===== src/rtl/dmem_port_arbiter_pkg.sv =====
// Shared types and defaults for the data-RAM port arbiter.
package dmem_port_arbiter_pkg;

  typedef enum logic [1:0] {ARB_CPU, ARB_EXT, ARB_YIELD} arb_state_t;

  typedef enum logic {OWN_CPU, OWN_EXT} owner_t;

  typedef struct packed {
    logic   vld;
    owner_t owner;
  } rd_tag_t;

  localparam int MAX_WAIT_DEF  = 4;
  localparam int MAX_BURST_DEF = 8;

endpackage


===== src/rtl/dmem_port_arbiter_rd_tag_pipe.sv =====
// Delay line carrying {valid, owner} for each granted read until ram_q is valid.
module rd_tag_pipe
  import dmem_port_arbiter_pkg::*;
#(
  parameter int RD_LAT = 1
) (
  input  logic    clk,
  input  logic    reset,
  input  rd_tag_t tag_p0,
  output rd_tag_t tag_pn
);

  rd_tag_t pipe_q [RD_LAT];

  always_ff @(posedge clk) begin
    if (reset) begin
      for (int i = 0; i < RD_LAT; i++) pipe_q[i] <= '0;
    end else begin
      pipe_q[0] <= tag_p0;
      for (int i = 1; i < RD_LAT; i++) pipe_q[i] <= pipe_q[i-1];
    end
  end

  assign tag_pn = pipe_q[RD_LAT-1];

endmodule


===== src/rtl/dmem_port_arbiter.sv =====
// Arbitrates the single-port data RAM between the CPU memory stage and an
// external loader/debug port, and routes read data back to its owner.
module dmem_port_arbiter
  import dmem_port_arbiter_pkg::*;
#(
  parameter int ADDR_W    = 16,
  parameter int DATA_W    = 16,
  parameter int RD_LAT    = 1,
  parameter int MAX_WAIT  = MAX_WAIT_DEF,
  parameter int MAX_BURST = MAX_BURST_DEF
) (
  input  logic              clk,
  input  logic              reset,
  input  logic              cpu_req,
  input  logic              cpu_we,
  input  logic [ADDR_W-1:0] cpu_addr,
  input  logic [DATA_W-1:0] cpu_wdata,
  output logic              cpu_gnt,
  output logic              cpu_rvalid,
  output logic [DATA_W-1:0] cpu_rdata,
  output logic              stall_pipe,
  input  logic              ext_req,
  input  logic              ext_we,
  input  logic              ext_lock,
  input  logic [ADDR_W-1:0] ext_addr,
  input  logic [DATA_W-1:0] ext_wdata,
  output logic              ext_gnt,
  output logic              ext_rvalid,
  output logic [DATA_W-1:0] ext_rdata,
  output logic [ADDR_W-1:0] ram_address,
  output logic [DATA_W-1:0] ram_data,
  output logic              ram_wren,
  input  logic [DATA_W-1:0] ram_q
);

  localparam int WAIT_W  = $clog2(MAX_WAIT + 1);
  localparam int BURST_W = (MAX_BURST > 1) ? $clog2(MAX_BURST) : 1;

  arb_state_t         state_q, state_d;
  logic [WAIT_W-1:0]  wait_q, wait_d;
  logic [BURST_W-1:0] burst_q, burst_d;
  rd_tag_t            tag_p0, tag_pn;
  logic [DATA_W-1:0]  cpu_rdata_q, ext_rdata_q;

  // Grant decode and next state; reset suppresses any RAM access this cycle.
  always_comb begin
    cpu_gnt = 1'b0;
    ext_gnt = 1'b0;
    state_d = state_q;
    wait_d  = wait_q;
    burst_d = burst_q;
    if (!reset) begin
      case (state_q)
        ARB_CPU: begin
          if (cpu_req) begin
            cpu_gnt = 1'b1;
            if (ext_req) begin
              if (wait_q < WAIT_W'(MAX_WAIT)) wait_d = wait_q + 1'b1;
              if (wait_d == WAIT_W'(MAX_WAIT)) state_d = ARB_EXT;
            end
          end else if (ext_req) begin
            ext_gnt = 1'b1;
            wait_d  = '0;
            if (ext_lock) state_d = ARB_EXT;
          end
        end
        ARB_EXT: begin
          if (ext_req) begin
            ext_gnt = 1'b1;
            burst_d = burst_q + 1'b1;
            if (!ext_lock) state_d = ARB_CPU;
            else if (burst_q == BURST_W'(MAX_BURST - 1)) state_d = ARB_YIELD;
          end else begin
            cpu_gnt = cpu_req;
            state_d = ARB_CPU;
          end
        end
        ARB_YIELD: begin
          cpu_gnt = cpu_req;
          state_d = ARB_CPU;
        end
        default: state_d = ARB_CPU;
      endcase
      if (state_d != state_q) begin
        wait_d  = '0;
        burst_d = '0;
      end
    end
  end

  always_ff @(posedge clk) begin
    if (reset) begin
      state_q <= ARB_CPU;
      wait_q  <= '0;
      burst_q <= '0;
    end else begin
      state_q <= state_d;
      wait_q  <= wait_d;
      burst_q <= burst_d;
    end
  end

  assign stall_pipe  = cpu_req & ~cpu_gnt;
  assign ram_wren    = (cpu_gnt & cpu_we) | (ext_gnt & ext_we);
  assign ram_address = cpu_gnt ? cpu_addr  : (ext_gnt ? ext_addr  : '0);
  assign ram_data    = cpu_gnt ? cpu_wdata : (ext_gnt ? ext_wdata : '0);

  assign tag_p0.vld   = (cpu_gnt & ~cpu_we) | (ext_gnt & ~ext_we);
  assign tag_p0.owner = ext_gnt ? OWN_EXT : OWN_CPU;

  rd_tag_pipe #(.RD_LAT(RD_LAT)) u_rd_tag_pipe (
    .clk    (clk),
    .reset  (reset),
    .tag_p0 (tag_p0),
    .tag_pn (tag_pn)
  );

  // Return stage: the owner sees ram_q, the other side keeps its last word.
  assign cpu_rvalid = tag_pn.vld & (tag_pn.owner == OWN_CPU) & ~reset;
  assign ext_rvalid = tag_pn.vld & (tag_pn.owner == OWN_EXT) & ~reset;

  always_ff @(posedge clk) begin
    if (reset) begin
      cpu_rdata_q <= '0;
      ext_rdata_q <= '0;
    end else begin
      if (cpu_rvalid) cpu_rdata_q <= ram_q;
      if (ext_rvalid) ext_rdata_q <= ram_q;
    end
  end

  assign cpu_rdata = cpu_rvalid ? ram_q : cpu_rdata_q;
  assign ext_rdata = ext_rvalid ? ram_q : ext_rdata_q;

endmodule

===== config.mk =====
export PLATFORM = sky130hd
export DESIGN_NAME = dmem_port_arbiter
export DESIGN_NICKNAME = d
export VERILOG_FILES = /design/src/rtl/dmem_port_arbiter_pkg.sv /design/src/rtl/dmem_port_arbiter_rd_tag_pipe.sv /design/src/rtl/dmem_port_arbiter.sv
export SDC_FILE = /design/constraint.sdc
export NUM_CORES = 1
export LEC_CHECK = 0
export BUFFER_PORTS_ARGS = -buffer_cell sky130_fd_sc_hd__buf_2
export CAP_MARGIN = 25
export CORE_AREA = 2 2 74 76
export DETAILED_ROUTE_END_ITERATION = 8
export DIE_AREA = 0 0 76 78
export MAX_ROUTING_LAYER = met4
export PLACE_DENSITY = 0.83
export SYNTH_ARGS = -nofsm -noshare
export SYNTH_HDL_FRONTEND = slang
export SYNTH_SLANG_ARGS = --single-unit

===== constraint.sdc =====
create_clock -name clk -period 3 [get_ports clk]
set_input_delay 0.45 -clock clk [delete_from_list [all_inputs] [get_ports clk]]
set_output_delay 0.45 -clock clk [all_outputs]
set_load 0.02 [all_outputs]

; After elaboration in Yosys (flattened, before gate mapping)
; Memories as Yosys holds them, arrays and structs flattened.
; Index checks and enable logic that the tools add are counted.
[totals]
ff_bits = 40
mem_bits_rw = 2
inputBits = 87
output_inout_bits = 70
word_cells = 73
mem_count = 1
[classes]
addsub = 2
magnitude_cmp = 1
n_eq_ne = 5
muxes = 38
bitwise = 16
n_reduce_logical = 5
[mem_list]
columns = memory, words, width, read_ports, rd_clocked_by_memory_dff, wr, line
row1 = u_rd_tag_pipe.pipe_q, 1, 2, 1, 0, 1, dmem_port_arbiter_rd_tag_pipe.sv:13  ; rd_tag_t pipe_q [RD_LAT];
[op_table]
columns = op, count
row1 = $mux W16, 6
row2 = $mux W3, 8
row3 = $mux W2, 10
row4 = $mux W1, 11
row5 = $and A1 B1 Y1, 9
row6 = $add A3 B1 Y3 const B, 2
row7 = $eq A3 B3 Y1 const B, 2
row8 = $not A1 Y1, 5
row9 = $pmux W2 S2, 1
row10 = $reduce_and A2 Y1, 2
row11 = $reduce_or A2 Y1, 2
row12 = $lt A3 B3 Y1 const B, 1
row13 = $pmux W1 S3, 1
row14 = $eq A2 B1 Y1 const B, 1
row15 = $eq A2 B2 Y1 const B, 1
row16 = $logic_not A2 Y1, 1
row17 = $ne A2 B2 Y1, 1
row18 = $or A1 B1 Y1, 2
row19 = $pmux W1 S2, 1

; Depth between registers and ports, before layout
[logic_depth]
depth_word = 14
depth_mapped = 5
depth_no_buf = 5

; Hierarchy
; From an unflattened synthesis, not the netlist that was laid out.
[unflattened]
cells_unflattened = 197
hier_area_um2 = 2105.8
[modules_own_cells]
columns = mod, instances, cells_each, area_each_um2, seq_area_each_um2
row1 = dmem_port_arbiter, 1, 193, 2053.2, 800.8
row2 = rd_tag_pipe, 1, 4, 52.6, 40.0

; Worst setup path after synthesis
; No wires, ideal clock.
[synth_timing]
path_type = input to output
startpoint = in ext_req
endpoint = out ram_data[10]
arrival_time_ns = 1.730
setup_slack_ns = 0.820
stages = 4
n_path_buf = 1
cell_sequence = o21a_1 > nor3b_2 > clkbuf_1 > a22o_1
[synth_between]
word_cells_on_any_way = 9
cone_classes = mux (9)
[synth_lines]
columns = element, line
row1 = from (decl), dmem_port_arbiter.sv:22  ; input logic ext_req,
row2 = $mux W1, dmem_port_arbiter.sv:68  ; if (ext_req) begin
row3 = $pmux W1 S3, dmem_port_arbiter.sv:53  ; case (state_q)
row4 = $mux W1, dmem_port_arbiter.sv:52  ; if (!reset) begin
row5 = via cpu_gnt, dmem_port_arbiter.sv:18  ; output logic cpu_gnt,
row6 = $mux W16, dmem_port_arbiter.sv:106  ; assign ram_data = cpu_gnt ? cpu_wdata : (ext_gnt ? ext_wdata : '0);
row7 = to (decl), dmem_port_arbiter.sv:31  ; output logic [DATA_W-1:0] ram_data,
; The timed path passes the listed nets, and every way through them passes these cells.

; Worst setup path in the final report
[layout_timing]
startpoint = reg state_q[1]
endpoint = out ram_address[13]
[layout_between]
elab_chain_len = 5
word_cells_on_any_way = 9
cone_classes = eq/ne (2) / mux (6) / reduce/logical (1)
[layout_rtl]
columns = element, line
row1 = from (decl), dmem_port_arbiter.sv:39  ; arb_state_t state_q, state_d;
row2 = from (signal assigned), dmem_port_arbiter.sv:97  ; state_q <= state_d;
row3 = $eq A2 B1 Y1 / $logic_not A2 Y1 (equally long branches), dmem_port_arbiter.sv:53
row4 = $pmux W1 S2, dmem_port_arbiter.sv:53
row5 = $mux W1, dmem_port_arbiter.sv:52
row6 = $mux W16, dmem_port_arbiter.sv:105  ; assign ram_address = cpu_gnt ? cpu_addr : (ext_gnt ? ext_addr : '0);
row7 = $mux W16 *, dmem_port_arbiter.sv:105
row8 = to (decl), dmem_port_arbiter.sv:30  ; output logic [ADDR_W-1:0] ram_address,
; Every way passes the cells marked *; elsewhere a longest branch is shown, timed or not.

==> reports/qor.csv <==
stage,metric,value,unit
detailed_routing,wire length per cell,14.8,um
clock_tree,clk sinks,42,
clock_tree,CTS HTree Levels,2,
sta,unrepaired setup endpoints after global routing,no,
grt,vias in the first global route,2053,
clock_tree,Resize count post-CTS,0,
sta,final setup fails,0,
synthesis,"Net Count, Synth",292,
detailed_routing,DRT Pass-1 Iters,5,
place,count of input and output buffers,156,
clock_tree,clock-pin slew on the worst setup and hold paths,80,ps
grt,largest net degree at the start of global routing,36,
setup_path,R2R setup slack,1060,ps
synthesis,sequential share of the synthesized area,38.9,%
setup_path,CP max stage cell,dfxtp_1,
setup_path,crit path from,state_q[1]$_SDFF_PP0_,
synthesis,Yosys Warn Count,0,
outcome,status,"complete, no violations",
die,initial core utilization,42.9,%
detailed_routing,Routed Antenna Nets,0,
clock_tree,Post-CTS Setup Repair Bufs,0,
job,max cap viols,0,
setup_path,crit path cell chain,o21a_1 -> nor3b_4 -> buf_4 -> a22o_1 -> buf_2,
setup_path,crit-path max FO,35,
clock_tree,deepest clock path buffer count,2,
clock_tree,CTS Root Cell,clkbuf_8,
sta,Worst Max-Slew Pin Slew,501,ps
sta,pins over their slew limit,0,
synthesis,unique cell type count in the Yosys netlist,35,
detailed_routing,DRT Wirelength,6370,um
layout,Synth-to-Final Area Change,45.1,%
setup_path,max incr delay on CP,370,ps
synthesis,Avg Inst Size Synth,10.7,um2
sta,TNS Setup,0,ps
sta,slew margin rel.,66.6,%
layout,most frequent cells in the layout,"buf_2 (156), dfxtp_1 (42), a22o_1 (34), mux2_2 (33), nor2b_1 (25)",
layout,fin nets,448,
pwr,total power,0.00122,W
die,Core ar.,5040,um2
sta,post-route setup slack,636,ps
place,RD Place Congestion,0.841,
die,FP Rows,26,
die,die height,78,um
die,die area,5930,um2
setup_path,R2R depth,4,
setup_path,reg2reg start,wait_q[0]$_SDFFE_PP0P_,
synthesis,Yosys reg bits,42,
setup_path,Worst EP required,2550,ps
setup_path,Worst EP arrival,1910,ps
setup_path,nature of the critical path startpoint,register,
die,die width,76,um
pwr,P per Cell Area,388,nW/um2
sta,"Period Utilization, post-route",78.8,%
detailed_routing,drt drc,0,
clock_tree,CTS tree,done,
pwr,Leak Pwr,1.70,nW
grt,GRT Total Usage,21.8,%
synthesis,cell count after synthesis,202,
layout,Layout fillers,447,
setup_path,critical path class,register to primary output,
grt,antenna violations before repair,1,
setup_path,Worst R2R End,state_q[0]$_SDFF_PP0_,
die,I/O pin cnt,157,
detailed_routing,via count,2194,
clock_tree,TritonCTS Buffers,5,
sta,min Tclk post-route,2360,ps
detailed_routing,Detailed Route Iter0 Violations,49,
pwr,Max rail drop VDD,161,uV
setup_path,crit path to,ram_address[13],
sta,Fin. Hold Viols,0,
layout,layout cells sized above 1,59.3,%
layout,"most common cell after layout, fill and taps aside",buf_2,
synthesis,synthesized area,2160,um2
place,DP Wirelength,5200,um
clock_tree,Clock Latency Late Sink,300,ps
sta,Final Skew,9.85,ps
grt,total grt overflow,0,
place,dpl ws,713,ps
grt,first-pass GRT wire length,9870,um
sta,FMAX,423,MHz
clock_tree,number of hold buffers added after cts,0,
detailed_routing,routed vias/inst,5.10,
setup_path,crit path capture type,primary output,
worst_hold_path,Hold Path Class,input pin to register,
[layer usage]
metal | track usage, % | part of all wire [%]
met1 | 24.5 | 41
met2 | 38.0 | 50
met3 | 5.23 | 7.8
met4 | 8.00 | 1.4
met5 | - | 0
[Yosys cell counts, drive strengths merged]
library cell  number  share of area [%]
or2b               1               0.35
nor2b             25                7.2
xor2               1               0.40
o21ai              1               0.23
ha                 3                1.7
mux2              33                 17
o21ba              1               0.46
nand3b             3                1.0
dfxtp             42                 39
clkbuf             9                1.6
nand2b             1               0.29
nor3b              2                1.2
inv                4               0.69
or3b               2               0.93
and2               1               0.29
nand2              2               0.35
and4               1               0.40
a31oi              2               0.58
and2b              9                3.1
or4bb              1               0.52
o21a               2               0.69
buf                5                1.6
nor3               8                2.1
nor4bb             1               0.46
a211o              1               0.40
a22o              34                 14
or4b               1               0.64
a211oi             2                1.2
mux2i              2               0.93
a2111o             1               0.52
a32oi              1               0.40
[kinds of logic after synthesis]
kind of cell	count (synthesis)	share of synthesized area, %
buffers and inverters	18	3.82
and+or+nand+nor	58	18.9
adders and majority gates	3	1.74
muxes	35	18.1
AOI/OAI and AO/OA	45	18.2
xor gates and xnor gates	1	0.405
DFF	42	38.9
[per-stage QoR]
stage	util [%]	instance area, um2	instances	hold WS [ps]
after global routing	62.2	3140	430	412
final	62.2	3140	430	399
after global placement	60.3	3040	421	521
after CTS	62.2	3140	429	391
after detailed placement	60.3	3040	421	533
after floorplan	-	2160	202	509
[state kept, by name, indices dropped and copies added, names as in the netlist]
register and cells:
wait_q 3, burst_q 3, cpu_rdata_q 16, u_rd_tag_pipe.pipe_q 2, state_q 2, ext_rdata_q 16
[area by class of cell]
type,instances,area (um2),area share [%]
Antenna cell,1,2.50,0.0797
Clock buffer,5,68.8,2.19
Clock inverter,3,25.0,0.797
Inverter,4,15.0,0.478
Multi-Input combinational cell,142,1250,39.9
Sequential cell,42,841,26.8
Tap cell,70,87.6,2.79
Timing Repair Buffer,163,846,27.0
[critical path: cells and delay by family (launching register included)]
kind | cells | cell delay [ps]
buffers and inverters | 2 | 540
AO/OA/AOI/OAI | 2 | 530
flip-flops | 1 | 370
AND/OR/NAND/NOR | 1 | 170
[power by group]
group / total, W / switching, W / internal [W] / leakage, nW
Sequential: 0.000573 / 0.00000512 / 0.000568 / 0.340
Combinational: 0.000277 / 0.000149 / 0.000128 / 1.32
Clock: 0.000367 / 0.000199 / 0.000168 / 0.0448
Total: 0.00122 / 0.000354 / 0.000863 / 1.70
[worst min path at each step]
stage	from	endpoint	slack [ps]	cells after the start
after floorplan	burst_q[1]$_SDFFE_PP0P_	burst_q[1]$_SDFFE_PP0P_	510	2
after global placement	burst_q[1]$_SDFFE_PP0P_	burst_q[1]$_SDFFE_PP0P_	520	2
after detailed placement	burst_q[2]$_SDFFE_PP0P_	burst_q[2]$_SDFFE_PP0P_	530	2
after CTS	ext_lock	state_q[1]$_SDFF_PP0_	390	3
after global routing	ext_lock	state_q[1]$_SDFF_PP0_	410	3
final	ext_lock	state_q[1]$_SDFF_PP0_	400	3
Note: power is estimated with default switching activity, not from simulation.
